===== config.mk =====
export PLATFORM = sky130hd
export DESIGN_NAME = rx_synch_ctrl_flat
export DESIGN_NICKNAME = d
export VERILOG_FILES = /design/src/rtl/rx_synch_ctrl_if.sv /design/src/rtl/rx_synch_ctrl.sv /design/src/flat_wrapper.sv
export SDC_FILE = /design/constraint.sdc
export NUM_CORES = 1
export LEC_CHECK = 0
export CORE_MARGIN = 8
export CORE_UTILIZATION = 45
export DETAILED_ROUTE_END_ITERATION = 10
export GPL_ROUTABILITY_DRIVEN = 0
export PLACE_DENSITY = 0.78
export SLEW_MARGIN = 20
export SYNTH_ARGS = -nofsm -noshare
export SYNTH_HDL_FRONTEND = slang
export SYNTH_SLANG_ARGS = --single-unit

===== constraint.sdc =====
create_clock -name clk -period 2.9 [get_ports clk]
set_input_delay 0.58 -clock clk [delete_from_list [all_inputs] [get_ports clk]]
set_output_delay 0.58 -clock clk [all_outputs]
set_load 0.03 [all_outputs]

===== src/rtl/rx_synch_ctrl_if.sv =====
// Link between the RX frame sequencer and the fine time synchroniser.
// master = synchroniser/sample side, slave = rx_synch_ctrl.
interface rx_synch_ctrl_if;
    logic smp_val;
    logic syn_run;
    logic syn_stb;
    logic syn_ack;
    logic syn_cyc;

    modport master (
        output smp_val,
        output syn_run,
        output syn_stb,
        output syn_ack,
        input  syn_cyc
    );

    modport slave (
        input  smp_val,
        input  syn_run,
        input  syn_stb,
        input  syn_ack,
        output syn_cyc
    );
endinterface


===== src/rtl/rx_synch_ctrl.sv =====
// Frame sequencer: arms the fine time synchroniser on packet detect,
// supervises preamble search, counts payload symbols, closes the frame.
module rx_synch_ctrl #(
    parameter int SYM_LEN = 1024,
    parameter int TIMEOUT = 2048,
    parameter int GAP     = 16
) (
    input  logic                clk,
    input  logic                rst,
    input  logic                enable,
    input  logic                pkt_det,
    input  logic [7:0]          n_sym_cfg,
    rx_synch_ctrl_if.slave      syn,
    output logic                busy,
    output logic [2:0]          state_o,
    output logic [7:0]          sym_cnt,
    output logic                frame_done,
    output logic                timeout_err
);

    localparam int SW = $clog2(TIMEOUT);
    localparam int PW = $clog2(SYM_LEN);
    localparam int GW = $clog2(GAP);

    typedef enum logic [2:0] {
        IDLE    = 3'd0,
        ARM     = 3'd1,
        SEARCH  = 3'd2,
        PAYLOAD = 3'd3,
        DRAIN   = 3'd4
    } state_t;

    state_t        state, state_d;
    logic [1:0]    arm_cnt, arm_d;
    logic [SW-1:0] srch_cnt, srch_d;
    logic [PW-1:0] smp_cnt, smp_d;
    logic [GW-1:0] gap_cnt, gap_d;
    logic [7:0]    sym_d, n_lat, nlat_d, sym_inc;
    logic          done_d, tout_d;
    logic          run_q, beat, cyc_q;

    assign beat    = syn.syn_stb & syn.syn_ack;
    assign sym_inc = (sym_cnt == 8'hFF) ? sym_cnt : sym_cnt + 8'd1;

    always_comb begin
        state_d = state;
        arm_d   = arm_cnt;
        srch_d  = srch_cnt;
        smp_d   = smp_cnt;
        gap_d   = gap_cnt;
        sym_d   = sym_cnt;
        nlat_d  = n_lat;
        done_d  = 1'b0;
        tout_d  = 1'b0;
        unique case (state)
            IDLE: begin
                if (pkt_det && enable) begin
                    state_d = ARM;
                    arm_d   = 2'd0;
                    sym_d   = 8'd0;
                    nlat_d  = (n_sym_cfg == 8'd0) ? 8'd1 : n_sym_cfg;
                end
            end
            ARM: begin
                if (!enable) begin
                    state_d = DRAIN;
                    gap_d   = '0;
                end else if (syn.syn_run) begin
                    state_d = SEARCH;
                    srch_d  = '0;
                end else if (arm_cnt == 2'd3) begin
                    state_d = IDLE;
                    tout_d  = 1'b1;
                end else begin
                    arm_d = arm_cnt + 2'd1;
                end
            end
            SEARCH: begin
                // a falling syn_run beats a simultaneous timeout
                if (!enable) begin
                    state_d = DRAIN;
                    gap_d   = '0;
                end else if (run_q && !syn.syn_run) begin
                    state_d = PAYLOAD;
                    smp_d   = '0;
                end else if (syn.smp_val) begin
                    if (srch_cnt == SW'(TIMEOUT - 1)) begin
                        state_d = DRAIN;
                        gap_d   = '0;
                        tout_d  = 1'b1;
                    end else begin
                        srch_d = srch_cnt + 1'b1;
                    end
                end
            end
            PAYLOAD: begin
                if (beat) begin
                    if (smp_cnt == PW'(SYM_LEN - 1)) begin
                        smp_d = '0;
                        sym_d = sym_inc;
                        if (sym_inc >= n_lat) begin
                            state_d = DRAIN;
                            gap_d   = '0;
                            done_d  = 1'b1;
                        end
                    end else begin
                        smp_d = smp_cnt + 1'b1;
                    end
                end
            end
            DRAIN: begin
                if (gap_cnt == GW'(GAP - 1)) begin
                    state_d = IDLE;
                end else begin
                    gap_d = gap_cnt + 1'b1;
                end
            end
            default: state_d = IDLE;
        endcase
    end

    always_ff @(posedge clk) begin
        if (rst) begin
            state       <= IDLE;
            arm_cnt     <= '0;
            srch_cnt    <= '0;
            smp_cnt     <= '0;
            gap_cnt     <= '0;
            sym_cnt     <= '0;
            n_lat       <= 8'd1;
            frame_done  <= 1'b0;
            timeout_err <= 1'b0;
            run_q       <= 1'b0;
            cyc_q       <= 1'b0;
        end else begin
            state       <= state_d;
            arm_cnt     <= arm_d;
            srch_cnt    <= srch_d;
            smp_cnt     <= smp_d;
            gap_cnt     <= gap_d;
            sym_cnt     <= sym_d;
            n_lat       <= nlat_d;
            frame_done  <= done_d;
            timeout_err <= tout_d;
            run_q       <= syn.syn_run;
            cyc_q       <= (state_d == ARM) || (state_d == SEARCH) ||
                           (state_d == PAYLOAD);
        end
    end

    assign syn.syn_cyc = cyc_q;
    assign busy        = (state != IDLE);
    assign state_o     = state;

endmodule


===== src/flat_wrapper.sv =====
// flat-port wrapper written by rule: the top's interface ports become plain ports
module rx_synch_ctrl_flat 
#(
    parameter int SYM_LEN = 1024,
    parameter int TIMEOUT = 2048,
    parameter int GAP     = 16
)
  (clk, rst, enable, pkt_det, n_sym_cfg, busy, state_o, sym_cnt, frame_done, timeout_err, syn_smp_val, syn_syn_run, syn_syn_stb, syn_syn_ack, syn_syn_cyc);
  rx_synch_ctrl_if syn_i ();
  input  logic clk;
  input  logic rst;
  input  logic enable;
  input  logic pkt_det;
  input  logic [7:0] n_sym_cfg;
  output logic busy;
  output logic [2:0] state_o;
  output logic [7:0] sym_cnt;
  output logic frame_done;
  output logic timeout_err;
  input wire logic [$bits(syn_i.smp_val)-1:0] syn_smp_val;
  input wire logic [$bits(syn_i.syn_run)-1:0] syn_syn_run;
  input wire logic [$bits(syn_i.syn_stb)-1:0] syn_syn_stb;
  input wire logic [$bits(syn_i.syn_ack)-1:0] syn_syn_ack;
  output wire logic [$bits(syn_i.syn_cyc)-1:0] syn_syn_cyc;
  assign syn_i.smp_val = syn_smp_val;
  assign syn_i.syn_run = syn_syn_run;
  assign syn_i.syn_stb = syn_syn_stb;
  assign syn_i.syn_ack = syn_syn_ack;
  assign syn_syn_cyc = syn_i.syn_cyc;
  rx_synch_ctrl #(.SYM_LEN(SYM_LEN), .TIMEOUT(TIMEOUT), .GAP(GAP)) u_core (.clk(clk), .rst(rst), .enable(enable), .pkt_det(pkt_det), .n_sym_cfg(n_sym_cfg), .syn(syn_i), .busy(busy), .state_o(state_o), .sym_cnt(sym_cnt), .frame_done(frame_done), .timeout_err(timeout_err));
endmodule

# After elaboration in Yosys (flattened, before gate mapping)
# Cells that the tools add are included.
dict set report totals {
  reg_bits 50
  input_bits 16
}
dict set report classes {
  n_eq_ne 30
  bitwise_logic 4
  n_reduce_logical 20
  n_addsub 5
  n_mux 55
  order_cmp 1
}
# cell n
set ops {}
lappend ops {{2-to-1 mux 11 bit} 6}
lappend ops {{2-to-1 mux 10 bit} 4}
lappend ops {{2-to-1 mux 8 bit} 5}
lappend ops {{2-to-1 mux 3 bit} 12}
lappend ops {{2-to-1 mux 4 bit} 9}
lappend ops {{case mux 11 bit (2 select lines)} 1}
lappend ops {{!= test 2 bit (second input constant)} 10}
lappend ops {{case mux 10 bit (2 select lines)} 1}
lappend ops {{case mux 4 bit (4 select lines)} 1}
lappend ops {{case mux 8 bit (2 select lines)} 1}
lappend ops {{case mux 3 bit (5 select lines)} 1}
lappend ops {{== test 3 x 2 -> 1 bit (second input constant)} 4}
lappend ops {{adder 11 x 1 -> 11 bit (second input constant)} 1}
lappend ops {{== test 11 bit (second input constant)} 1}
lappend ops {{adder 10 x 1 -> 10 bit (second input constant)} 1}
lappend ops {{== test 10 bit (second input constant)} 1}
lappend ops {{!= test 2 x 1 -> 1 bit (second input constant)} 5}
lappend ops {{AND reduction 9 bit} 1}
lappend ops {{adder 8 x 1 -> 8 bit (second input constant)} 1}
lappend ops {{== test 8 bit (second input constant)} 1}
lappend ops {{greater-or-equal comparator 8 bit} 1}
lappend ops {{logical NOT 8 bit} 1}
lappend ops {{2-to-1 mux 1 bit} 8}
lappend ops {{2-to-1 mux 2 bit} 4}
lappend ops {{24 further kinds} 34}

# Depth between registers and ports, before layout
# Gate-level depths: netlist of the first run.
dict set report depth {
  depth_word 10
  depth_mapped 12
}

# Least setup slack after synthesis of the first run
# Ideal clock, no wire load.
dict set report synth_path {
  path_kind {reg-to-reg}
  from {register u_core.sym_cnt[0]}
  to {register u_core.cyc_q, in the netlist u_core.syn.syn_cyc}
  period_less_slack_ns 3.128
  arrival_time_ns 3.003
  path_buffers 0
  slack_ns -0.228
  stages_incl_launch_ff 11
  path_cell_list {dfxtp_1 -> ha_1 -> nand2_1 -> o31ai_1 -> nor2_1 -> xor2_1 -> ha_1 -> nand4_1 -> o31ai_1 -> a41oi_1 -> o41a_1}
}
dict set report synth_via {
  elab_chain_len 10
  elab_cells_between_ends 13
  cone_classes {add/sub: 1; order compare: 1; eq/ne: 4; mux: 5; reduce/logical: 2}
}
# element line
set synth_rtl {}
lappend synth_rtl {{start: declaration} rx_synch_ctrl.sv:16} ;# output logic [7:0] sym_cnt,
lappend synth_rtl {{start signal: assignment} rx_synch_ctrl.sv:141} ;# sym_cnt <= sym_d;
lappend synth_rtl {{adder 8 x 1 -> 8 bit or == test 8 bit (tied branches)} rx_synch_ctrl.sv:43} ;# assign sym_inc = (sym_cnt == 8'hFF) ? sym_cnt : sym_cnt + 8'd1;
lappend synth_rtl {{2-to-1 mux 8 bit *} rx_synch_ctrl.sv:43}
lappend synth_rtl {{greater-or-equal comparator 8 bit *} rx_synch_ctrl.sv:101} ;# if (sym_inc >= n_lat) begin
lappend synth_rtl {{2-to-1 mux 3 bit *} rx_synch_ctrl.sv:101}
lappend synth_rtl {{2-to-1 mux 3 bit *} rx_synch_ctrl.sv:98} ;# if (smp_cnt == PW'(SYM_LEN - 1)) begin
lappend synth_rtl {{2-to-1 mux 3 bit *} rx_synch_ctrl.sv:97} ;# if (beat) begin
lappend synth_rtl {{case mux 3 bit (5 select lines) *} rx_synch_ctrl.sv:55} ;# unique case (state)
lappend synth_rtl {{== test 3 x 1 -> 1 bit or == test 3 x 2 -> 1 bit (tied branches)} rx_synch_ctrl.sv:146} ;# cyc_q <= (state_d == ARM) || (state_d == SEARCH) ||
lappend synth_rtl {{logical OR 1 bit} rx_synch_ctrl.sv:146}
lappend synth_rtl {{logical OR 1 bit *} rx_synch_ctrl.sv:146}
lappend synth_rtl {{end signal: assignment} rx_synch_ctrl.sv:146}
lappend synth_rtl {{end: declaration} rx_synch_ctrl.sv:40} ;# logic run_q, beat, cyc_q;
# Mark *: on every way between the ends. The rest lies on a longest branch, timed or not.
# A chain may end at the register's enable or synchronous reset.

# Final worst setup path of the first run
dict set report layout_path {
  from {register u_core.sym_cnt[4]}
  to {register u_core.gap_cnt[1]}
}
dict set report layout_via {
  elab_chain_len 5
  elab_cells_between_ends 6
  cone_classes {add/sub: 1; order compare: 1; eq/ne: 2; mux: 1; reduce/logical: 1}
}
# element line
set layout_rtl {}
lappend layout_rtl {{adder 8 x 1 -> 8 bit or == test 8 bit (tied branches)} rx_synch_ctrl.sv:43}
lappend layout_rtl {{2-to-1 mux 8 bit *} rx_synch_ctrl.sv:43}
lappend layout_rtl {{greater-or-equal comparator 8 bit *} rx_synch_ctrl.sv:101}
lappend layout_rtl {{!= test 2 x 1 -> 1 bit (no line) *} --}
lappend layout_rtl {{AND reduction 9 bit (no line) *} --}
lappend layout_rtl {{end signal: assignment} rx_synch_ctrl.sv:140} ;# gap_cnt <= gap_d;
lappend layout_rtl {{end: declaration} rx_synch_ctrl.sv:37} ;# logic [GW-1:0] gap_cnt, gap_d;
# Marked as above.

==> results.toml, run 1 <==
[layout]
syn_to_final_growth_pct = 20.9
nets = 387
final_cell_mix = "51 x nor2_1, 47 x dfxtp_1, 30 x clkdlybuf4s50_1"
drive_above_1_share_pct = 11.1
final_common_cell = "nor2_1"
diodes = 0

[setup_path]
required_ns = 3.10
crit_type = "reg2reg"
path_cells = "nand3_2, nor3_4, mux2_2, ha_1, a2111oi_2, o31ai_4, a21oi_4, a21oi_1, a31o_1"
cp_max_fo = 6
crit_path_top_delay_cell = "dfxtp_1"
arrival_ns = 2.96
cp-end-kind = "flip-flop"
worstRegToRegCells = 9
critical_path.startpoint_type = "flip-flop"
slowest_delay_ns = 0.43

[global_routing]
grt_pass1_wl_mm = 10.0
grt_start_max_net_pins = 25
grtUsageTotal_pct = 13.8
grt_pass1_vias = 2188
overflow = 0
antenna_found_initial = 0

[timing]
drv_slew = 0
fin_crit_sh_pct = 95.3
layout_min_cycle_time_ns = 2.76
fin_tns_setup_ns = 0
worstMarginPinSlew_ns = 0.532
fmax_mhz = 362
fin_worst_skew_ns = 0.00714
holdWs_ns = 0.487
setup_violations = 0
rsz0062_at_grt = "true"
finalHoldViolCount = 0
slew_headroom_pct = 64.3

[clock_tree]
clock-sinks = 50
htree_num_levels = 2
clock_latency_ns = 0.30
ctsRootBufferMaster = "clkbuf_8"
clk_path_buf_depth = 2
clk_pin_slew_ns = 0.09
tritoncts = "built"
numCtsBuffers = 5

[die]
std_cell_rows = 28
die_area_um2 = 8800
initial_core_util_pct = 46.3
die_width_um = 93.8
design.portCount = 31
die_h_um = 93.8
fp.coreArea_um2 = 5890

[logic_synthesis]
ys_types = 59
syn_avg_cell_area_um2 = 8.40
synthTopCellsByArea = "dfxtp_1 37%, nor2_1 7.2%, ha_1 6.0%, xor2_1 4.5%, nand2_1 3.6%"
async_reset_ff_share_pct = 0
synthFlopType = "dfxtp_1"
syn-cell-area_um2 = 2720
synth_edf_count = 0
synth.net_count = 353
synth_seq_cells = 50
syn_inst = 324
synth_seq_area_share_pct = 36.8
ys.warnings.count = 0
synth_top_area_share_pct = 36.8
synth_top_area_cell = "dfxtp_1"

[detailed_routing]
totalWireLength_mm = 6.11
drcViolationCount = 0
final_antenna_net_count = 0
firstDrtPassIters = 4
vias = 2379
vias_per_cell = 5.48
wl_per_cell_um = 14.1
drtIter0Drc = 164

[placement]
port_buffers = 30
post-dp-hpwl_mm = 4.56

[power_and_ir_drop]
p_per_area_nw_per_um2 = 402
p_leak_nw = 1.30
p_int_mw = 1.02
switchingPower_mw = 0.307
swShare_pct = 23.2
pwr-share-clk_pct = 36.4
ir_drop_v = 0.000213
sequentialPowerShare_pct = 53.4
comb_power_share_pct = 10.2

[flow_run]
max_cap_violations = 0

[run_status]
outcome = "finished clean"

[worst_hold_path]
min-delay-path-class = "reg2reg"
min_delay_path_depth = 2
[sequential cells by signal, indices dropped and copies added, names as in the netlist]
name                count
u_core.srch_cnt        11
u_core.smp_cnt         10
u_core.n_lat            8
u_core.sym_cnt          8
u_core.gap_cnt          4
u_core.state_o          3
u_core.arm_cnt          2
u_core.frame_done       1
u_core.run_q            1
u_core.syn.syn_cyc      1
u_core.timeout_err      1
[through the flow]
step / cell area, µm² / power [mW] / utilization, % / setup WS [ns] / instances
after detailed placement: 3130 / 0.851 / 53.2 / -0.0126 / 425
after CTS: 3240 / 1.33 / 55.1 / 0.0581 / 433
final: 3290 / 1.32 / 55.9 / 0.136 / 434
after global placement: 3130 / 0.849 / 53.2 / 0.126 / 425
after floorplan: 2740 / 0.802 / - / 0.0178 / 324
after global routing: 3290 / 1.38 / 55.9 / -0.0568 / 434
[power by group through the flow]
stage               Sequential [mW]  Combinational [mW]  Clock, mW
CTS                           0.707               0.129      0.491
global placement              0.723               0.126          0
detailed placement            0.723               0.128          0
floorplan                     0.723              0.0797          0
finish                        0.707               0.136      0.482
global route                  0.709               0.147      0.524
[layout make-up]
cell class                 instances  area (µm²)
clock buffer                       7        76.3
sequential                        50        1000
inverter                          13        48.8
timing repair buffer              40         375
multi-input combinational        248        1660
clock inverter                     1        30.0
tap                               75        93.8
fill                             531        2590
[what timing repair did]
item                       in CTS  in global routing
resized for setup               1                  8
hold endpoints to repair        0                  0
gates cloned                    0                  0
setup buffers                   0                  1
setup endpoints to repair       2                  7
pin swaps                       0                  3
hold buffers                    0                  0
[metal layers]
metal / vias up / global-route usage [%] / wire, µm
li1: 1201 / - / -
met4: 0 / 5.02 / 98
met1: 1125 / 17.3 / 2890
met2: 44 / 22.8 / 2910
met3: 9 / 2.80 / 212
met5: - / 0 / 0
[path summary, 6_finish.rpt]
path	slack, ns	end	from
worst max register to register	0.14	u_core.gap_cnt[1]	u_core.sym_cnt[4]
worst min register to register	0.49	u_core.arm_cnt[1]	u_core.arm_cnt[1]
worst min-delay path	0.49	u_core.arm_cnt[1]	u_core.arm_cnt[1]
worst max-delay path	0.14	u_core.gap_cnt[1]	u_core.sym_cnt[4]
[cells in the mapped netlist, types with 2 or more instances]
library cell,n
a2111oi_0,2
a21oi_1,19
a31o_1,2
a31oi_1,2
and2_1,3
and3_1,9
buf_2,2
buf_4,2
buf_6,2
clkbuf_1,6
dfxtp_1,50
ha_1,13
inv_1,12
mux2_2,2
mux2i_1,9
nand2_1,26
nand2b_1,5
nand3_1,19
nand3b_1,4
nand4_1,9
nor2_1,52
nor2b_1,6
nor3_1,5
nor3_2,2
nor3b_1,2
nor4_1,2
o211ai_1,3
o21a_1,3
o31ai_1,2
or3_1,3
xnor2_1,5
xor2_1,14
[worst max-delay path: cells and delay by family (launching register included)]
family          cells  cell delay, ns
compound gates      5            1.02
fa+ha+maj           1            0.28
flops               1            0.43
mux                 1            0.39
simple gates        2            0.55
[kinds of logic after synthesis]
logic type / Yosys count / share of synthesized area [%]
AOI/OAI and AO/OA: 49 / 12.8
buffers and inverters: 26 / 4.55
and+or+nand+nor: 156 / 29.7
DFF: 50 / 36.8
muxes: 11 / 4.14
adders and majority gates: 13 / 5.97
xor gates and xnor gates: 19 / 6.11
Note: power is estimated with default switching activity, not from simulation.
==> run 2, diff against run 1 <==
- CAP_MARGIN: unset -> 20
==> results of run 2 <==
Same layout as run 1: the final DEF is identical, and so are final timing and power.
